<file path="src/rtl/trap_controller_if.sv">
// CSR write port and pipeline redirect bundle driven by the trap sequencer.
interface trap_controller_if #(
  parameter int XLEN = 32
);
  logic            csr_we_o;
  logic [11:0]     csr_addr_o;
  logic [XLEN-1:0] csr_wdata_o;
  logic            busy_o;
  logic            redirect_valid_o;
  logic [XLEN-1:0] redirect_pc_o;

  modport master (
    output csr_we_o, csr_addr_o, csr_wdata_o, busy_o, redirect_valid_o, redirect_pc_o
  );
  modport slave (
    input  csr_we_o, csr_addr_o, csr_wdata_o, busy_o, redirect_valid_o, redirect_pc_o
  );
endinterface

</file>
<file path="src/rtl/trap_controller.sv">
// M-mode trap sequencer: fixed-priority exception capture, mepc/mcause/mtval writeback, redirect, mret.
// Define TRAP_IRQ_EN to add irq_i/mie_i and take external interrupts.
//
// state   | meaning
// IDLE    | waiting for exception, interrupt or mret
// W_EPC   | writing mepc
// W_CAUSE | writing mcause
// W_TVAL  | writing mtval
// REDIR   | redirect to trap vector
// MRET_R  | redirect to latched mepc
module trap_controller #(
  parameter int              NUM_SRC  = 4,
  parameter int              XLEN     = 32,
  parameter logic [XLEN-1:0] TRAP_VEC = 32'h0000_0100
) (
  input  logic                    clk_i,
  input  logic                    rst_i,
  input  logic [NUM_SRC-1:0]      exc_req_i,
  input  logic [NUM_SRC*4-1:0]    exc_cause_i,
  input  logic [NUM_SRC*XLEN-1:0] exc_tval_i,
  input  logic [XLEN-1:0]         exc_pc_i,
  input  logic                    mret_i,
  input  logic [XLEN-1:0]         mepc_i,
`ifdef TRAP_IRQ_EN
  input  logic                    irq_i,
  input  logic                    mie_i,
`endif
  trap_controller_if.master       bus
);

  localparam logic [11:0] CSR_MEPC   = 12'h341;
  localparam logic [11:0] CSR_MCAUSE = 12'h342;
  localparam logic [11:0] CSR_MTVAL  = 12'h343;
  localparam logic [XLEN-1:0] IRQ_CAUSE = {1'b1, {(XLEN-5){1'b0}}, 4'd11};

  typedef enum logic [2:0] {
    IDLE    = 3'd0,
    W_EPC   = 3'd1,
    W_CAUSE = 3'd2,
    W_TVAL  = 3'd3,
    REDIR   = 3'd4,
    MRET_R  = 3'd5
  } state_t;

  state_t          state_q, state_d;
  logic [XLEN-1:0] pc_q, pc_d;
  logic [3:0]      cause_q, cause_d;
  logic [XLEN-1:0] tval_q, tval_d;
  logic            int_q, int_d;

  logic            take_irq;
  logic [3:0]      cause_sel;
  logic [XLEN-1:0] tval_sel;

`ifdef TRAP_IRQ_EN
  assign take_irq = irq_i & mie_i;
`else
  assign take_irq = 1'b0;
`endif

  // Walk from the top down so the lowest set index is the one that sticks.
  always_comb begin
    cause_sel = '0;
    tval_sel  = '0;
    for (int i = NUM_SRC - 1; i >= 0; i--) begin
      if (exc_req_i[i]) begin
        cause_sel = exc_cause_i[4*i +: 4];
        tval_sel  = exc_tval_i[XLEN*i +: XLEN];
      end
    end
  end

  always_ff @(posedge clk_i) begin
    if (rst_i) begin
      state_q <= IDLE;
      pc_q    <= '0;
      cause_q <= '0;
      tval_q  <= '0;
      int_q   <= 1'b0;
    end else begin
      state_q <= state_d;
      pc_q    <= pc_d;
      cause_q <= cause_d;
      tval_q  <= tval_d;
      int_q   <= int_d;
    end
  end

  always_comb begin
    state_d = state_q;
    pc_d    = pc_q;
    cause_d = cause_q;
    tval_d  = tval_q;
    int_d   = int_q;
    case (state_q)
      IDLE: begin
        if (|exc_req_i) begin
          pc_d    = exc_pc_i;
          cause_d = cause_sel;
          tval_d  = tval_sel;
          int_d   = 1'b0;
          state_d = W_EPC;
        end else if (take_irq) begin
          pc_d    = exc_pc_i;
          cause_d = '0;
          tval_d  = '0;
          int_d   = 1'b1;
          state_d = W_EPC;
        end else if (mret_i) begin
          // pc_q doubles as the mret return target
          pc_d    = mepc_i;
          state_d = MRET_R;
        end
      end
      W_EPC:   state_d = W_CAUSE;
      W_CAUSE: state_d = W_TVAL;
      W_TVAL:  state_d = REDIR;
      REDIR:   state_d = IDLE;
      MRET_R:  state_d = IDLE;
      default: state_d = IDLE;
    endcase
  end

  always_comb begin
    bus.csr_we_o         = 1'b0;
    bus.csr_addr_o       = '0;
    bus.csr_wdata_o      = '0;
    bus.busy_o           = (state_q != IDLE);
    bus.redirect_valid_o = 1'b0;
    bus.redirect_pc_o    = '0;
    case (state_q)
      W_EPC: begin
        bus.csr_we_o    = 1'b1;
        bus.csr_addr_o  = CSR_MEPC;
        bus.csr_wdata_o = {pc_q[XLEN-1:2], 2'b00};
      end
      W_CAUSE: begin
        bus.csr_we_o    = 1'b1;
        bus.csr_addr_o  = CSR_MCAUSE;
        bus.csr_wdata_o = int_q ? IRQ_CAUSE : {{(XLEN-4){1'b0}}, cause_q};
      end
      W_TVAL: begin
        bus.csr_we_o    = 1'b1;
        bus.csr_addr_o  = CSR_MTVAL;
        bus.csr_wdata_o = tval_q;
      end
      REDIR: begin
        bus.redirect_valid_o = 1'b1;
        bus.redirect_pc_o    = TRAP_VEC;
      end
      MRET_R: begin
        bus.redirect_valid_o = 1'b1;
        bus.redirect_pc_o    = pc_q;
      end
      default: ;
    endcase
  end

endmodule

</file>
<file path="src/flat_wrapper.sv">
// flat-port wrapper written by rule: the top's interface ports become plain ports
module trap_controller_flat 
#(
  parameter int              NUM_SRC  = 4,
  parameter int              XLEN     = 32,
  parameter logic [XLEN-1:0] TRAP_VEC = 32'h0000_0100
)
  (clk_i, rst_i, exc_req_i, exc_cause_i, exc_tval_i, exc_pc_i, mret_i, mepc_i, bus_csr_we_o, bus_csr_addr_o, bus_csr_wdata_o, bus_busy_o, bus_redirect_valid_o, bus_redirect_pc_o);
  trap_controller_if #(.XLEN(XLEN)) bus_i ();
  input  logic clk_i;
  input  logic rst_i;
  input  logic [NUM_SRC-1:0] exc_req_i;
  input  logic [NUM_SRC*4-1:0] exc_cause_i;
  input  logic [NUM_SRC*XLEN-1:0] exc_tval_i;
  input  logic [XLEN-1:0] exc_pc_i;
  input  logic mret_i;
  input  logic [XLEN-1:0] mepc_i;
  output wire logic [$bits(bus_i.csr_we_o)-1:0] bus_csr_we_o;
  output wire logic [$bits(bus_i.csr_addr_o)-1:0] bus_csr_addr_o;
  output wire logic [$bits(bus_i.csr_wdata_o)-1:0] bus_csr_wdata_o;
  output wire logic [$bits(bus_i.busy_o)-1:0] bus_busy_o;
  output wire logic [$bits(bus_i.redirect_valid_o)-1:0] bus_redirect_valid_o;
  output wire logic [$bits(bus_i.redirect_pc_o)-1:0] bus_redirect_pc_o;
  assign bus_csr_we_o = bus_i.csr_we_o;
  assign bus_csr_addr_o = bus_i.csr_addr_o;
  assign bus_csr_wdata_o = bus_i.csr_wdata_o;
  assign bus_busy_o = bus_i.busy_o;
  assign bus_redirect_valid_o = bus_i.redirect_valid_o;
  assign bus_redirect_pc_o = bus_i.redirect_pc_o;
  trap_controller #(.NUM_SRC(NUM_SRC), .XLEN(XLEN), .TRAP_VEC(TRAP_VEC)) u_core (.clk_i(clk_i), .rst_i(rst_i), .exc_req_i(exc_req_i), .exc_cause_i(exc_cause_i), .exc_tval_i(exc_tval_i), .exc_pc_i(exc_pc_i), .mret_i(mret_i), .mepc_i(mepc_i), .bus(bus_i));
endmodule
</file>
<file path="config.mk">
export PLATFORM = sky130hd
export DESIGN_NAME = trap_controller_flat
export DESIGN_NICKNAME = d
export VERILOG_FILES = /design/src/rtl/trap_controller_if.sv /design/src/rtl/trap_controller.sv /design/src/flat_wrapper.sv
export SDC_FILE = /design/constraint.sdc
export NUM_CORES = 1
export LEC_CHECK = 0
export CAP_MARGIN = 0
export CORE_MARGIN = 1.5
export CORE_UTILIZATION = 39
export CTS_CLUSTER_DIAMETER = 200
export CTS_CLUSTER_SIZE = 10
export DETAILED_ROUTE_END_ITERATION = 10
export GPL_ROUTABILITY_DRIVEN = 0
export PLACE_DENSITY = 0.83
export SLEW_MARGIN = 20
export SYNTH_ARGS = -nofsm -noshare
export SYNTH_HDL_FRONTEND = slang
export SYNTH_SLANG_ARGS = --single-unit
export TNS_END_PERCENT = 5
</file>
<file path="constraint.sdc">
create_clock -name clk_i -period 2.5 [get_ports clk_i]
set_input_delay 0.25 -clock clk_i [delete_from_list [all_inputs] [get_ports clk_i]]
set_output_delay 0.25 -clock clk_i [all_outputs]
set_load 0.05 [all_outputs]
</file>
==> impl_metrics.tcl, run 1 <==
set metrics [dict create \
    syn_area_per_cell_um2 8.568 \
    criticalPathCategory "flip-flop to primary output" \
    die_w_um 115.6 \
    cts_tree "yes" \
    synthAdderAreaFrac 0 \
    drc 0 \
    power.internal_uw 2999 \
    grt_usage 0.2982 \
    combPwrFrac 0.411 \
    hp-class "flip-flop to flip-flop" \
    num-nets-final 1042 \
    clk_pin_slew_ps 60 \
    clk_latency_ps 330 \
    grt_max_degree 72 \
    clkPwrFrac 0.273 \
    design.core.area_um2 12210 \
    dieHeight_um 115.6 \
    yosys_warnings 0 \
    hold_buffers 0 \
    cts.sinks 71 \
    synth_xor_area_frac 0.001772 \
    power_frac_seq 0.316 \
    grt_pass1_vias 5860 \
    synth-seq-area-share 0.2875 \
    dieArea_um2 13360 \
    htreeDepth 3 \
    wl_per_cell_um 20.66 \
    via_count 5776 \
    crit_required_ps 2250 \
    synth_cell_types 32 \
    arrival_ps 2130 \
    grt-ovfl-total 0 \
    setup_viol 0 \
    power_density_nw_per_um2 514.1 \
    drt_iter0_markers 395 \
    worstMarginPinSlew_ps 913.5 \
    critPathCaptureType "primary output" \
    grt_setup_unrepaired "no" \
    pin_count 294 \
    cts_max_path_buffers 2 \
    dr.pass1.iters 5 \
    ir_drop_v 0.0003913 \
    synth-simple-area-share 0.1536 \
    post_cts_buffers 0 \
    start_util 0.4048 \
    viasPerCell 5.782 \
    synthMuxAreaShare 0.1301 \
    root_buffer "clkbuf_16" \
    skew_ps 7.234 \
    ant_nets 0 \
    grt_pass1_wl_mm 30.93 \
    synthToLayoutAreaGrowth_pct 79.78 \
    path_max_fanout 18 \
    fmax_mhz 419.6 \
    synthesis.area_um2 4943 \
    switching_share 0.3436 \
    synth_top_family_by_area "compound AO/OA/AOI/OAI gates" \
    p_leak_uw 0.003367 \
    slew_headroom 0.3897 \
    p_switching_uw 1570 \
    cts_resized 1 \
    hpwl_mm 15.33 \
    synth-compound-area-share 0.3230 \
    tns_ps 0 \
    drive_above_1_share 0.1805 \
    wirelength_mm 20.64 \
    std_cell_rows 40 \
    final-hold-violation-count 0 \
    post-route-period-util 0.9533 \
    outcome "complete, no violations" \
    period_minus_slack_ps 2383 \
    slew_violations 0 \
    cts_inserted_buffers 9 \
    synthCells 577 \
    antenna_found_initial 0 \
    ys_ff_latch 71 \
    portBuffers 286 \
    cp-start-kind "flip-flop" \
    multi_input_area_um2 3075 \
    holdWs_ps 498.5 \
    cap_viol_max_count 0 \
    diodes 0 \
    nFillCells 936 \
    final-seq-area_um2 1423 \
]
[path summary, 6_finish.rpt]
path                                       start                        endpoint  slack, ps  cells past startpoint
hold / removal    u_core.cause_q[1]$_SDFFE_PP0P_  u_core.cause_q[1]$_SDFFE_PP0P_        500                      2
setup reg to reg  u_core.state_q[2]$_SDFFE_PP0P_  u_core.cause_q[0]$_SDFFE_PP0P_        130                      4
hold reg to reg   u_core.cause_q[1]$_SDFFE_PP0P_  u_core.cause_q[1]$_SDFFE_PP0P_        500                      2
setup / recovery  u_core.state_q[2]$_SDFFE_PP0P_           bus_redirect_pc_o[10]        120                      4
[placed cells by master, fill, tap and decap left out, types with 7 or more instances in the layout]
| cell | Yosys | routed |
|---|---|---|
| o32ai_2 | 29 | 29 |
| and3_1 | 31 | 31 |
| conb_1 | 1 | 7 |
| buf_12 | 0 | 73 |
| buf_4 | 12 | 22 |
| nand2b_1 | 39 | 39 |
| o32ai_1 | 7 | 7 |
| a21oi_1 | 33 | 32 |
| nor2_1 | 68 | 67 |
| clkdlybuf4s50_1 | 0 | 213 |
| dfxtp_1 | 71 | 70 |
| a221oi_1 | 36 | 36 |
| mux2i_1 | 62 | 62 |
| clkbuf_16 | 0 | 9 |
| o22ai_1 | 36 | 36 |
| a221o_1 | 32 | 32 |
| inv_1 | 35 | 35 |
[synthesized netlist by cell type, drive strengths merged]
| cell | count | area share |
|---|---|---|
| a221oi | 36 | 0.064 |
| a21boi | 1 | 0.0015 |
| nor4 | 1 | 0.0013 |
| mux2i | 62 | 0.13 |
| o22ai | 36 | 0.046 |
| nor2 | 68 | 0.052 |
| or2 | 1 | 0.0013 |
| a21oi | 33 | 0.033 |
| dfxtp | 71 | 0.29 |
| conb | 1 | 0.00076 |
| nand2 | 2 | 0.0015 |
| a221o | 32 | 0.065 |
| a22oi | 2 | 0.0030 |
| a211oi | 1 | 0.0015 |
| nand3 | 1 | 0.0010 |
| o32ai | 36 | 0.11 |
| mux2 | 2 | 0.0046 |
| or3 | 2 | 0.0025 |
| o21a | 1 | 0.0015 |
| nand2b | 39 | 0.049 |
| clkbuf | 52 | 0.039 |
| inv | 35 | 0.027 |
| buf | 24 | 0.036 |
| nor3 | 2 | 0.0020 |
| clkinv | 1 | 0.00076 |
| and3 | 31 | 0.039 |
| xnor2 | 1 | 0.0018 |
| nor2b | 3 | 0.0038 |
[routing by layer]
metal	track usage	part of all wire
met1	0.3427	0.38
met2	0.5353	0.51
met3	0.06747	0.080
met4	0.1193	0.036
met5	0	0
[power by group through the flow]
stage / clock network (µW) / logic, µW / registers (µW)
5_1_grt: 1310 / 1980 / 1460
4_1_cts: 1260 / 1860 / 1440
6_report: 1250 / 1880 / 1440
3_3_place_gp: 0 / 1800 / 1450
3_5_place_dp: 0 / 1850 / 1460
2_1_floorplan: 0 / 1050 / 1400
[sequential cells by signal (all words and copies together) (netlist names)]
signal,flops
u_core.tval_q,32
u_core.cause_q,4
u_core.state_q,3
u_core.pc_q,32
[area by class of cell]
type                       instances  share of cell area
tap                              168             0.02365
inverter                          36             0.01520
sequential                        71              0.1601
clock buffer                      11             0.02619
clock inverter                     4            0.005350
multi-input combinational        400              0.3461
timing repair buffer             309              0.4235
[critical path: stages (launching register included)]
cell and delay (ps):
dfxtp_1 510, nor2b_4 510, buf_4 330, and3_1 290, buf_12 160
[metrics by stage]
| step | setup slack [ps] | utilization | cells | total power, µW | area (µm²) |
|---|---|---|---|---|---|
| after floorplan | 219.2 | - | 583 | 2453 | 4970 |
| after global placement | 195.4 | 0.7028 | 983 | 3249 | 8582 |
| after detailed placement | 16.07 | 0.7028 | 983 | 3310 | 8582 |
| after CTS | 15.37 | 0.7261 | 998 | 4559 | 8867 |
| after global routing | 7.173 | 0.7278 | 999 | 4740 | 8887 |
| final | 116.7 | 0.7278 | 999 | 4569 | 8887 |
[cells by family (layout without fill, tap and decap cells)]
family | after synthesis | in the layout
other | 1 | 7
AND/OR/NAND/NOR | 150 | 150
buffers and inverters | 112 | 360
XOR/XNOR | 1 | 1
AO/OA/AOI/OAI | 178 | 178
multiplexers | 64 | 64
flip-flops | 71 | 71
No activity file was read; power rests on OpenSTA's default activity.
==> inputs of run 2 (changes only) <==
--- a/config.mk
+++ b/config.mk
@@ -6,7 +6,6 @@
 export NUM_CORES = 1
 export LEC_CHECK = 0
 export CAP_MARGIN = 0
-export CORE_MARGIN = 1.5
 export CORE_UTILIZATION = 39
 export CTS_CLUSTER_DIAMETER = 200
 export CTS_CLUSTER_SIZE = 10
==> run 2 against run 1 <==
Effect of this change: setup slack better by 110 ps; maximum frequency up 5.0%; cell count decreased by 0.20%; die area is 1.7% lower; final area grew 0.25%; count of clock-buffer cells in the layout did not move; worst hold slack lost 2.2 ps; first-iteration DRC count rose by 3.0%; non-clock buffer count decreased by 3; critical path type unchanged; critical path depth up 1; global-route usage grew 0.83 points; sequential share of layout area hardly changed.
==> impl_metrics.tcl, run 2 (same netlist as run 1, synthesis figures left out) <==
set metrics [dict create \
    cts_inserted_buffers 9 \
    cpPeakStageDelay_ps 520 \
    grt_pass1_wl_mm 31.39 \
    skew_ps 5.583 \
    ant_nets 0 \
    cts_resized 0 \
    cts_tree "yes" \
    final_common_cell "clkdlybuf4s50_1" \
    period_minus_slack_ps 2270 \
    cp-start-kind "flip-flop" \
    worst_slack_ps 230.2 \
    portBuffers 286 \
    via_count 5814 \
    grt_setup_unrepaired "no" \
    slew_headroom 0.3737 \
    grt_max_degree 72 \
    path_cells "buf_4 -> mux2_2 -> a22oi_1 -> nor2_1 -> buf_12" \
    wl_per_cell_um 20.41 \
    cap_viol_max_count 0 \
    slew_violations 0 \
    dr.pass1.iters 6 \
    rrSetupSlack_ps 330 \
    final-hold-violation-count 0 \
    design.core.area_um2 12160 \
    fin_cells 997 \
    post-route-period-util 0.9079 \
    antenna_found_initial 0 \
    critPathCaptureType "primary output" \
    grt_usage 0.3066 \
    die_w_um 114.6 \
    crit_required_ps 2250 \
    start_util 0.4065 \
    hpwl_mm 14.60 \
    num-nets-final 1039 \
    std_cell_rows 40 \
    reg_top3 "u_core.pc_q: 32 flops, u_core.tval_q: 32 flops, u_core.cause_q: 4 flops" \
    hp-class "flip-flop to flip-flop" \
    place_inst 980 \
    setup_viol 0 \
    fmax_mhz 440.6 \
    viasPerCell 5.831 \
    worstMarginPinSlew_ps 937.3 \
    grt-ovfl-total 0 \
    drc 0 \
    htreeDepth 3 \
    ir_drop_v 0.0004236 \
    dieArea_um2 13130 \
    hold_buffers 0 \
    path_max_fanout 36 \
    p_leak_uw 0.003377 \
    post_cts_buffers 0 \
    tns_ps 0 \
    cts_max_path_buffers 2 \
    pre_cts_ws_ps 111.3 \
    slowest_stage "buf_4" \
    drive_above_1_share 0.1797 \
    synthToLayoutAreaGrowth_pct 80.23 \
    drt_iter0_markers 407 \
    wirelength_mm 20.35 \
    arrival_ps 2020 \
    outcome "complete, no violations" \
    mostFrequentLayoutCells "clkdlybuf4s50_1, buf_12, dfxtp_1, nor2_1, mux2i_1" \
    power_density_nw_per_um2 538.1 \
    cts.sinks 71 \
    grt_pass1_vias 6173 \
    clk_pin_slew_ps 60 \
    dieHeight_um 114.6 \
    root_buffer "clkbuf_16" \
    criticalPathCategory "flip-flop to primary output" \
    diodes 0 \
    clk_latency_ps 320 \
    pin_count 294 \
]
-- run 2: cell count changes in the layout (fill, tap and decap cells not counted) --
cell        before  now
clkinv_2         2    0
clkinvlp_4       1    2
buf_4           22   21
clkbuf_8         0    1
bufinv_16        1    3
nor2b_2          1    2
nor2b_4          1    0
buf_12          73   70
buf_16           0    1
clkbuf_1         2    1
-- run 2: routing by layer --
metal  global-route usage  wire (µm)  vias up  part of all wire
met1               0.3453       7763     2773              0.38
met3              0.06141       1434       70             0.070
li1                     -          -     2649                 -
met4               0.1498        752        0             0.037
met2               0.5503      10400      322              0.51
met5                    0          0        -                 0
-- run 2: final cells by class --
type	count	area, µm²
Multi-Input combinational cell	400	3070
Tap cell	168	210.2
Clock inverter	5	105.1
Sequential cell	71	1423
Fill cell	843	3252
Clock buffer	11	242.7
Inverter	36	135.1
Timing Repair Buffer	306	3724
-- run 2: power by group --
group,switching (µW),internal [µW],leakage [µW]
clock,480,1000,0.000162
combinational,950,930,0.00263
sequential,135,1300,0.000589
-- run 2: metrics by stage --
stage | cell area (µm²) | hold slack (ps) | power (µW) | util
2_1_floorplan | 4970 | 447.1 | 2453 | -
3_3_place_gp | 8534 | 477.7 | 3235 | 0.7017
3_5_place_dp | 8534 | 480.6 | 3292 | 0.7017
4_1_cts | 8882 | 493.9 | 4783 | 0.7304
5_1_grt | 8910 | 508.7 | 4992 | 0.7326
6_report | 8910 | 496.3 | 4794 | 0.7326
-- run 2: worst max-delay path: cells and delay by family (launching register included) --
| family | cells | cell delay [ps] |
|---|---|---|
| and+or+nand+nor | 1 | 100 |
| muxes | 1 | 410 |
| AOI/OAI and AO/OA | 1 | 190 |
| DFF | 1 | 320 |
| buffers and inverters | 2 | 670 |
-- run 2: worst paths after layout --
kind | start | cells past startpoint | end
setup / recovery | u_core.state_q[1]$_SDFFE_PP0P_ | 5 | bus_csr_wdata_o[3]
hold / removal | u_core.cause_q[3]$_SDFFE_PP0P_ | 2 | u_core.cause_q[3]$_SDFFE_PP0P_
setup reg to reg | u_core.state_q[2]$_SDFFE_PP0P_ | 4 | u_core.pc_q[9]$_SDFFE_PP0P_
hold reg to reg | u_core.cause_q[3]$_SDFFE_PP0P_ | 2 | u_core.cause_q[3]$_SDFFE_PP0P_
==> inputs of run 3 (changes only) <==
--- a/config.mk
+++ b/config.mk
@@ -7,7 +7,7 @@
 export LEC_CHECK = 0
 export CAP_MARGIN = 0
 export CORE_UTILIZATION = 39
-export CTS_CLUSTER_DIAMETER = 200
+export CTS_CLUSTER_DIAMETER = 30
 export CTS_CLUSTER_SIZE = 10
 export DETAILED_ROUTE_END_ITERATION = 10
 export GPL_ROUTABILITY_DRIVEN = 0
==> results of run 3 <==
No change in the layout: final DEF, timing and power equal those of run 2.
